[src/rtl/hazard_ctrl_sb_pkg.sv]
// Shared types for the hazard controller: forwarding selects, writeback info
// and the per-source hazard breakdown.
package hazard_pkg;

  localparam int unsigned REG_AW = 5;

  typedef enum logic [1:0] {
    FWD_NONE = 2'b00,
    FWD_WB   = 2'b01,
    FWD_MEM  = 2'b10
  } fwd_sel_e;

  typedef struct packed {
    logic              we;
    logic [REG_AW-1:0] rd;
  } wb_info_t;

  typedef struct packed {
    logic load_use;
    logic raw_busy;
    logic waw_busy;
    logic in_flight;
  } hazard_src_t;

  // Youngest producer wins: MEM result is newer than WB.
  function automatic fwd_sel_e fwd_pick(input logic [REG_AW-1:0] src,
                                        input wb_info_t mem,
                                        input wb_info_t wb);
    fwd_sel_e sel;
    if (src == {REG_AW{1'b0}}) begin
      sel = FWD_NONE;
    end else if (mem.we && (mem.rd == src)) begin
      sel = FWD_MEM;
    end else if (wb.we && (wb.rd == src)) begin
      sel = FWD_WB;
    end else begin
      sel = FWD_NONE;
    end
    return sel;
  endfunction

endpackage

[src/rtl/hazard_ctrl_sb_if.sv]
// Pipeline-to-hazard-controller bundle; the pipeline is master, the
// controller is slave.
interface hazard_ctrl_sb_if #(
  parameter int unsigned NUM_REGS = 32,
  parameter int unsigned ADDR_W   = 5,
  parameter int unsigned CNT_W    = 32
);
  import hazard_pkg::*;

  logic              id_valid;
  logic [ADDR_W-1:0] id_rs1;
  logic [ADDR_W-1:0] id_rs2;
  logic              id_use_rs1;
  logic              id_use_rs2;
  logic [ADDR_W-1:0] id_rd;
  logic              id_we;
  logic              ex_valid;
  logic [ADDR_W-1:0] ex_rs1;
  logic [ADDR_W-1:0] ex_rs2;
  logic [ADDR_W-1:0] ex_rd;
  logic              ex_we;
  logic              ex_load;
  logic              ex_long;
  logic              ex_redirect;
  logic              mem_we;
  logic [ADDR_W-1:0] mem_rd;
  logic              wb_we;
  logic [ADDR_W-1:0] wb_rd;
  logic              lc_valid;
  logic [ADDR_W-1:0] lc_rd;
  logic              stall_if;
  logic              stall_id;
  logic              flush_id;
  logic              flush_ex;
  fwd_sel_e          fwd_a;
  fwd_sel_e          fwd_b;
  logic [NUM_REGS-1:0] sb_busy;
  logic [CNT_W-1:0]  stall_cnt;

  modport master (
    output id_valid, id_rs1, id_rs2, id_use_rs1, id_use_rs2, id_rd, id_we,
    output ex_valid, ex_rs1, ex_rs2, ex_rd, ex_we, ex_load, ex_long, ex_redirect,
    output mem_we, mem_rd, wb_we, wb_rd, lc_valid, lc_rd,
    input  stall_if, stall_id, flush_id, flush_ex, fwd_a, fwd_b, sb_busy, stall_cnt
  );

  modport slave (
    input  id_valid, id_rs1, id_rs2, id_use_rs1, id_use_rs2, id_rd, id_we,
    input  ex_valid, ex_rs1, ex_rs2, ex_rd, ex_we, ex_load, ex_long, ex_redirect,
    input  mem_we, mem_rd, wb_we, wb_rd, lc_valid, lc_rd,
    output stall_if, stall_id, flush_id, flush_ex, fwd_a, fwd_b, sb_busy, stall_cnt
  );

endinterface

[src/rtl/hazard_ctrl_sb_scoreboard.sv]
// Busy-bit scoreboard for long-latency writebacks. A set and a clear of the
// same register in one cycle leave it busy; x0 is never busy.
module hazard_scoreboard #(
  parameter int unsigned NUM_REGS = 32,
  parameter int unsigned ADDR_W   = 5
) (
  input  logic                clk,
  input  logic                rst_n,
  input  logic                set_en,
  input  logic [ADDR_W-1:0]   set_rd,
  input  logic                clr_en,
  input  logic [ADDR_W-1:0]   clr_rd,
  output logic [NUM_REGS-1:0] busy
);

  logic [NUM_REGS-1:0] busy_r;
  logic [NUM_REGS-1:0] busy_nxt_s;

  // Next busy vector: clear first so a same-register set overrides it
  always_comb begin
    busy_nxt_s = busy_r;
    if (clr_en) begin
      busy_nxt_s[clr_rd] = 1'b0;
    end else begin
      busy_nxt_s = busy_r;
    end
    if (set_en) begin
      busy_nxt_s[set_rd] = 1'b1;
    end else begin
      busy_nxt_s[0] = 1'b0;
    end
    busy_nxt_s[0] = 1'b0;
  end

  // Busy register
  always_ff @(posedge clk or negedge rst_n) begin
    if (!rst_n) begin
      busy_r <= {NUM_REGS{1'b0}};
    end else begin
      busy_r <= busy_nxt_s;
    end
  end

  assign busy = busy_r;

endmodule

[src/rtl/hazard_ctrl_sb.sv]
// Hazard controller: stall/flush, EX forwarding selects, scoreboard and a
// stall-cycle counter. HAZARD_FWD_EN enables operand forwarding.
module hazard_ctrl_sb
  import hazard_pkg::*;
#(
  parameter int unsigned NUM_REGS = 32,
  parameter int unsigned ADDR_W   = 5,
  parameter int unsigned CNT_W    = 32
) (
  input logic clk,
  input logic rst_n,
  hazard_ctrl_sb_if.slave hz
);

  wb_info_t            ex_info_s;
  wb_info_t            mem_info_s;
  wb_info_t            wb_info_s;
  hazard_src_t         src_s;
  logic [NUM_REGS-1:0] hit_vec_s;
  logic [NUM_REGS-1:0] sb_busy_s;
  logic                hazard_s;
  logic                stall_s;
  logic                flush_id_s;
  logic                flush_ex_s;
  logic                sb_set_s;
  logic                sb_clr_s;
  fwd_sel_e            fwd_a_s;
  fwd_sel_e            fwd_b_s;
  logic [CNT_W-1:0]    stall_cnt_r;

  assign ex_info_s  = '{we: hz.ex_we,  rd: hz.ex_rd};
  assign mem_info_s = '{we: hz.mem_we, rd: hz.mem_rd};
  assign wb_info_s  = '{we: hz.wb_we,  rd: hz.wb_rd};

  // hit_vec_s[r]: the ID instruction really reads register r (never x0)
  always_comb begin
    hit_vec_s = {NUM_REGS{1'b0}};
    for (int r = 1; r < NUM_REGS; r++) begin
      hit_vec_s[r] = hz.id_valid &
                     ((hz.id_use_rs1 & (hz.id_rs1 == ADDR_W'(r))) |
                      (hz.id_use_rs2 & (hz.id_rs2 == ADDR_W'(r))));
    end
  end

  // Individual hazard sources; without forwarding every in-flight writer blocks
  always_comb begin
    src_s.load_use = hz.ex_valid & ex_info_s.we & (hz.ex_load | hz.ex_long) &
                     hit_vec_s[ex_info_s.rd];
    src_s.raw_busy = |(hit_vec_s & sb_busy_s);
    src_s.waw_busy = hz.id_valid & hz.id_we & (hz.id_rd != {ADDR_W{1'b0}}) &
                     sb_busy_s[hz.id_rd];
`ifdef HAZARD_FWD_EN
    src_s.in_flight = 1'b0;
`else
    src_s.in_flight = (hz.ex_valid & ex_info_s.we & hit_vec_s[ex_info_s.rd]) |
                      (mem_info_s.we & hit_vec_s[mem_info_s.rd]) |
                      (wb_info_s.we & hit_vec_s[wb_info_s.rd]);
`endif
  end

  assign hazard_s = |src_s;

  // Stall/flush: reset and redirect both flush; redirect overrides a stall
  always_comb begin
    stall_s    = 1'b0;
    flush_id_s = 1'b0;
    flush_ex_s = 1'b0;
    if (!rst_n) begin
      flush_id_s = 1'b1;
      flush_ex_s = 1'b1;
    end else if (hz.ex_redirect) begin
      flush_id_s = 1'b1;
      flush_ex_s = 1'b1;
    end else if (hazard_s) begin
      stall_s    = 1'b1;
      flush_ex_s = 1'b1;
    end else begin
      stall_s    = 1'b0;
    end
  end

  // EX operand forwarding selects
  always_comb begin
    fwd_a_s = FWD_NONE;
    fwd_b_s = FWD_NONE;
    if (!rst_n) begin
      fwd_a_s = FWD_NONE;
      fwd_b_s = FWD_NONE;
    end else begin
`ifdef HAZARD_FWD_EN
      fwd_a_s = fwd_pick(hz.ex_rs1, mem_info_s, wb_info_s);
      fwd_b_s = fwd_pick(hz.ex_rs2, mem_info_s, wb_info_s);
`else
      fwd_a_s = FWD_NONE;
      fwd_b_s = FWD_NONE;
`endif
    end
  end

  // A squashed long op must not reserve its destination
  assign sb_set_s = hz.ex_valid & hz.ex_long & hz.ex_we &
                    (hz.ex_rd != {ADDR_W{1'b0}}) & ~hz.ex_redirect;
  assign sb_clr_s = hz.lc_valid & (hz.lc_rd != {ADDR_W{1'b0}});

  hazard_scoreboard #(
    .NUM_REGS (NUM_REGS),
    .ADDR_W   (ADDR_W)
  ) u_sb (
    .clk    (clk),
    .rst_n  (rst_n),
    .set_en (sb_set_s),
    .set_rd (hz.ex_rd),
    .clr_en (sb_clr_s),
    .clr_rd (hz.lc_rd),
    .busy   (sb_busy_s)
  );

  // Saturating stall-cycle counter
  always_ff @(posedge clk or negedge rst_n) begin
    if (!rst_n) begin
      stall_cnt_r <= {CNT_W{1'b0}};
    end else if (stall_s && (stall_cnt_r != {CNT_W{1'b1}})) begin
      stall_cnt_r <= stall_cnt_r + {{(CNT_W-1){1'b0}}, 1'b1};
    end else begin
      stall_cnt_r <= stall_cnt_r;
    end
  end

  assign hz.stall_if  = stall_s;
  assign hz.stall_id  = stall_s;
  assign hz.flush_id  = flush_id_s;
  assign hz.flush_ex  = flush_ex_s;
  assign hz.fwd_a     = fwd_a_s;
  assign hz.fwd_b     = fwd_b_s;
  assign hz.sb_busy   = sb_busy_s;
  assign hz.stall_cnt = stall_cnt_r;

endmodule

[src/flat_wrapper.sv]
// flat-port wrapper written by rule: the top's interface ports become plain ports
module hazard_ctrl_sb_flat import hazard_pkg::*;
#(
  parameter int unsigned NUM_REGS = 32,
  parameter int unsigned ADDR_W   = 5,
  parameter int unsigned CNT_W    = 32
)
  (clk, rst_n, hz_id_valid, hz_id_rs1, hz_id_rs2, hz_id_use_rs1, hz_id_use_rs2, hz_id_rd, hz_id_we, hz_ex_valid, hz_ex_rs1, hz_ex_rs2, hz_ex_rd, hz_ex_we, hz_ex_load, hz_ex_long, hz_ex_redirect, hz_mem_we, hz_mem_rd, hz_wb_we, hz_wb_rd, hz_lc_valid, hz_lc_rd, hz_stall_if, hz_stall_id, hz_flush_id, hz_flush_ex, hz_fwd_a, hz_fwd_b, hz_sb_busy, hz_stall_cnt);
  hazard_ctrl_sb_if #(.NUM_REGS(NUM_REGS), .ADDR_W(ADDR_W), .CNT_W(CNT_W)) hz_i ();
  input logic clk;
  input logic rst_n;
  input wire logic [$bits(hz_i.id_valid)-1:0] hz_id_valid;
  input wire logic [$bits(hz_i.id_rs1)-1:0] hz_id_rs1;
  input wire logic [$bits(hz_i.id_rs2)-1:0] hz_id_rs2;
  input wire logic [$bits(hz_i.id_use_rs1)-1:0] hz_id_use_rs1;
  input wire logic [$bits(hz_i.id_use_rs2)-1:0] hz_id_use_rs2;
  input wire logic [$bits(hz_i.id_rd)-1:0] hz_id_rd;
  input wire logic [$bits(hz_i.id_we)-1:0] hz_id_we;
  input wire logic [$bits(hz_i.ex_valid)-1:0] hz_ex_valid;
  input wire logic [$bits(hz_i.ex_rs1)-1:0] hz_ex_rs1;
  input wire logic [$bits(hz_i.ex_rs2)-1:0] hz_ex_rs2;
  input wire logic [$bits(hz_i.ex_rd)-1:0] hz_ex_rd;
  input wire logic [$bits(hz_i.ex_we)-1:0] hz_ex_we;
  input wire logic [$bits(hz_i.ex_load)-1:0] hz_ex_load;
  input wire logic [$bits(hz_i.ex_long)-1:0] hz_ex_long;
  input wire logic [$bits(hz_i.ex_redirect)-1:0] hz_ex_redirect;
  input wire logic [$bits(hz_i.mem_we)-1:0] hz_mem_we;
  input wire logic [$bits(hz_i.mem_rd)-1:0] hz_mem_rd;
  input wire logic [$bits(hz_i.wb_we)-1:0] hz_wb_we;
  input wire logic [$bits(hz_i.wb_rd)-1:0] hz_wb_rd;
  input wire logic [$bits(hz_i.lc_valid)-1:0] hz_lc_valid;
  input wire logic [$bits(hz_i.lc_rd)-1:0] hz_lc_rd;
  output wire logic [$bits(hz_i.stall_if)-1:0] hz_stall_if;
  output wire logic [$bits(hz_i.stall_id)-1:0] hz_stall_id;
  output wire logic [$bits(hz_i.flush_id)-1:0] hz_flush_id;
  output wire logic [$bits(hz_i.flush_ex)-1:0] hz_flush_ex;
  output wire logic [$bits(hz_i.fwd_a)-1:0] hz_fwd_a;
  output wire logic [$bits(hz_i.fwd_b)-1:0] hz_fwd_b;
  output wire logic [$bits(hz_i.sb_busy)-1:0] hz_sb_busy;
  output wire logic [$bits(hz_i.stall_cnt)-1:0] hz_stall_cnt;
  assign hz_i.id_valid = hz_id_valid;
  assign hz_i.id_rs1 = hz_id_rs1;
  assign hz_i.id_rs2 = hz_id_rs2;
  assign hz_i.id_use_rs1 = hz_id_use_rs1;
  assign hz_i.id_use_rs2 = hz_id_use_rs2;
  assign hz_i.id_rd = hz_id_rd;
  assign hz_i.id_we = hz_id_we;
  assign hz_i.ex_valid = hz_ex_valid;
  assign hz_i.ex_rs1 = hz_ex_rs1;
  assign hz_i.ex_rs2 = hz_ex_rs2;
  assign hz_i.ex_rd = hz_ex_rd;
  assign hz_i.ex_we = hz_ex_we;
  assign hz_i.ex_load = hz_ex_load;
  assign hz_i.ex_long = hz_ex_long;
  assign hz_i.ex_redirect = hz_ex_redirect;
  assign hz_i.mem_we = hz_mem_we;
  assign hz_i.mem_rd = hz_mem_rd;
  assign hz_i.wb_we = hz_wb_we;
  assign hz_i.wb_rd = hz_wb_rd;
  assign hz_i.lc_valid = hz_lc_valid;
  assign hz_i.lc_rd = hz_lc_rd;
  assign hz_stall_if = hz_i.stall_if;
  assign hz_stall_id = hz_i.stall_id;
  assign hz_flush_id = hz_i.flush_id;
  assign hz_flush_ex = hz_i.flush_ex;
  assign hz_fwd_a = hz_i.fwd_a;
  assign hz_fwd_b = hz_i.fwd_b;
  assign hz_sb_busy = hz_i.sb_busy;
  assign hz_stall_cnt = hz_i.stall_cnt;
  hazard_ctrl_sb #(.NUM_REGS(NUM_REGS), .ADDR_W(ADDR_W), .CNT_W(CNT_W)) u_core (.clk(clk), .rst_n(rst_n), .hz(hz_i));
endmodule
[config.mk]
export PLATFORM = sky130hd
export DESIGN_NAME = hazard_ctrl_sb_flat
export DESIGN_NICKNAME = d
export VERILOG_FILES = /design/src/rtl/hazard_ctrl_sb_pkg.sv /design/src/rtl/hazard_ctrl_sb_if.sv /design/src/rtl/hazard_ctrl_sb_scoreboard.sv /design/src/rtl/hazard_ctrl_sb.sv /design/src/flat_wrapper.sv
export SDC_FILE = /design/constraint.sdc
export NUM_CORES = 1
export LEC_CHECK = 0
export BUFFER_PORTS_ARGS = -buffer_cell sky130_fd_sc_hd__buf_2
export CORE_ASPECT_RATIO = 1.2
export CORE_MARGIN = 8
export CORE_UTILIZATION = 45
export CTS_CLUSTER_SIZE = 10
export DETAILED_ROUTE_END_ITERATION = 10
export PLACE_DENSITY = 0.82
export SYNTH_ARGS = -nofsm -noshare
export SYNTH_HDL_FRONTEND = slang
export SYNTH_SLANG_ARGS = --single-unit
[constraint.sdc]
create_clock -name clk -period 2.5 [get_ports clk]
set_clock_uncertainty 0.1 [all_clocks]
set_input_delay 0.25 -clock clk [delete_from_list [all_inputs] [get_ports clk]]
set_output_delay 0.25 -clock clk [all_outputs]
set_load 0.01 [all_outputs]
==> results.cfg <==
[cells_and_area]
diodes = 0
final_cell_mix = buf_4 (160), buf_2 (114), dfrtp_1 (63)
design_area_sq_um = 7050
final_cells = 913
multi_input_area_sq_um = 3200
final_core_util_pct = 67.0
fill_cells = 887
layout-drive-gt1-share_pct = 45.3
syn_to_final_growth_pct = 45.8
final_common_cell = buf_4
nNetsFinal = 839
register_area_sq_um = 1580

[job]
drv_cap = 0

[route]
dr.pass1.iters = 6
wl_per_cell_um = 22.5
vias = 5795
viasPerCell = 6.35
drt-initial-drc-count = 489
antenna_left = 0
wirelength_mm = 20.6
drc = 0

[floorplanning]
die_w_um = 111
core-area_sq_um = 10500
initial_core_util_pct = 46.0
row_count = 41
ioPinCount = 131
die_h_um = 130
die-area_sq_um = 14300

[timing]
final_hold_viol_count = 0
tns_ns = -16.19
finalWorstSetupSlack_ns = -0.749
setup_viol = 35
rsz0062_at_grt = yes
period_needed_ns = 3.25
slew_violations = 0
period_share_pct = 130
timing.slew.headroom_pct = 45.0
fmax_mhz = 308
worst_slew_pin_slew_ns = 0.825

[placement]
routabilityCongestion = 0.972
dp.cells = 893
placed_cell_area_sq_um = 6610
port_buffers = 114
place_hpwl_mm = 16.1
dpl_worst_slack_ns = -0.814

[run_status]
status = finished with violations
violations = setup timing

[critical_path]
r2r.worst_path.cells = 12
crit_cells = 10
regToRegSetupSlack_ns = -0.58
arrival_ns = 2.90
start_kind = flop
crit_path_cell_trace = mux4_2, mux2i_1, nor4b_1, a21oi_1, nand4_1, nor4_2, and4b_4, nand2_8, or2_1, buf_2
cp_max_fo = 2
slowest_stage = mux4_2
r2r_end = u_core.hz.stall_cnt[18]
critPathLaunch = u_core.u_sb.busy[16]
critPathTopFamily = simple AND/OR/NAND/NOR gates
crit_end = hz_flush_ex
reg2reg_from = u_core.u_sb.busy[16]
slowest_delay_ns = 0.48
worst-path-buf-inv = 1
crit_required_ns = 2.15
crit_type = reg -> out
endpoint_kind = primary output

[synth]
synth_seq_area_share_pct = 32.6
synth_cells = 525
ys_ff_latch = 63
synth_edf_count = 0
syn_avg_cell_area_sq_um = 9.21
async_reset_ff_share_pct = 100
synth-main-ff-cell = dfrtp_1
synthesis.area_sq_um = 4830
synth_cell_types = 72
yosysWarnings = 0

[pwr]
peakVddDrop_uv = 383
p_per_area_nw_per_um2 = 448
leakagePower_nw = 3.27

[grt]
grt_max_degree = 64
antenna_found_initial = 0
grt_overflow = 0
track_usage_pct = 28.0
grt_pass1_vias = 5916
grt_pass1_wl_mm = 32.1

[hold_path]
hp-class = in -> async

[cts]
cts_root_buffer = clkbuf_16
cts_sinks = 63
clk_latency_ns = 0.34
cts_buffers = 9
cts_tree = built
clkSlewWorstSetupHoldPaths_ns = 0.06
h-tree-depth = 3
cts_buffer_depth = 2
==> cells by family after synthesis <==
kind of cell,after synthesis,share of synthesized area [%]
xor gates and xnor gates,33,5.98
and+or+nand+nor,192,23.9
buffers and inverters,47,4.97
DFF,63,32.6
AOI/OAI and AO/OA,154,20.9
other,1,0.0776
adders and majority gates,1,0.259
muxes,34,11.3
==> worst register-to-register path: stages (launching register included) <==
cell and delay (ns):
dfrtp_1 0.40, mux4_2 0.48, mux2i_1 0.19, nor4b_1 0.08, a21oi_1 0.20, nand4_1 0.19
nor4_2 0.31, and4b_4 0.32, nand2_8 0.06, buf_4 0.20, buf_12 0.15, nor3b_2 0.15
xor2_1 0.14
==> layer usage <==
layer | vias to the layer above | track usage, % | wire [um]
met1 | 2831 | 32.7 | 7680
met5 | - | 0 | 0
met4 | 0 | 13.5 | 736
met2 | 366 | 48.2 | 10200
li1 | 2539 | - | -
met3 | 59 | 5.59 | 1940
==> synth_stat cells (3+ instances only) <==
cell type   n  area share (%)
nor3_1      9            0.93
nor4_1      3            0.39
and2_1      4            0.52
nand2b_1    4            0.52
inv_1      10            0.78
mux2_2      4            0.93
a22oi_1     4            0.62
a22o_1      5            0.91
xor2_1      3            0.54
buf_2       8            0.83
or3b_2      3            0.54
buf_6       3            0.70
mux2i_1    13             2.7
or3_1       3            0.39
nand3_1    30             3.1
o22ai_1    34             4.4
nor2_1     15             1.2
o22ai_2     6             1.6
nand2_1    36             2.8
clkbuf_1   14             1.1
buf_4       8             1.2
dfrtp_1    63              33
nor3b_1     4            0.62
a31oi_1     3            0.39
o21ai_0    61             6.3
and3_1     16             2.1
mux4_2     16             7.5
a221oi_1    6             1.1
nand4b_1    9             1.6
xnor2_1    30             5.4
nand4_1    18             2.3
a21oi_1     9            0.93
nand3b_1   14             2.2
nand4bb_1   4            0.93
==> worst min-delay path by stage <==
stage	startpoint	to	slack (ns)
finish	rst_n	u_core.u_sb.busy[25]	0.003
global route	rst_n	u_core.u_sb.busy[25]	0.08
CTS	rst_n	u_core.u_sb.busy[25]	0.04
detailed placement	u_core.hz.stall_cnt[22]	u_core.hz.stall_cnt[22]	0.38
global placement	rst_n	u_core.u_sb.busy[25]	0.37
floorplan	rst_n	u_core.hz.stall_cnt[0]	-0.15
==> power by group <==
part,switching [mW],internal (mW)
Sequential,0.0776,1.09
Combinational,0.438,0.377
Clock,0.480,0.696
==> state kept, by name, indices dropped and copies added (netlist names) <==
signal and count:
u_core.u_sb.busy 31, u_core.hz.stall_cnt 32
==> cell type report <==
type,instances,share of cell area (%)
multi-input combinational,419,45.4
sequential,63,22.4
inverter,11,0.586
clock buffer,11,3.44
timing repair buffer,275,25.4
clock inverter,5,0.479
tap,129,2.29
==> metrics by stage <==
stage          power (mW)  hold WS, ns
2_1_floorplan        1.54       -0.146
3_3_place_gp         1.93        0.371
3_5_place_dp         1.95        0.384
4_1_cts              3.13       0.0414
5_1_grt              3.28       0.0835
6_report             3.16      0.00278
==> what timing repair did <==
item                                    in CTS  in global routing
buffers inserted                             1                  3
pin swaps                                    3                  0
hold buffers                                 0                  0
endpoints found under the setup margin      35                 35
hold endpoints to repair                     0                  0
resized for setup                            6                 17
Power figures use the tool's default switching activity.
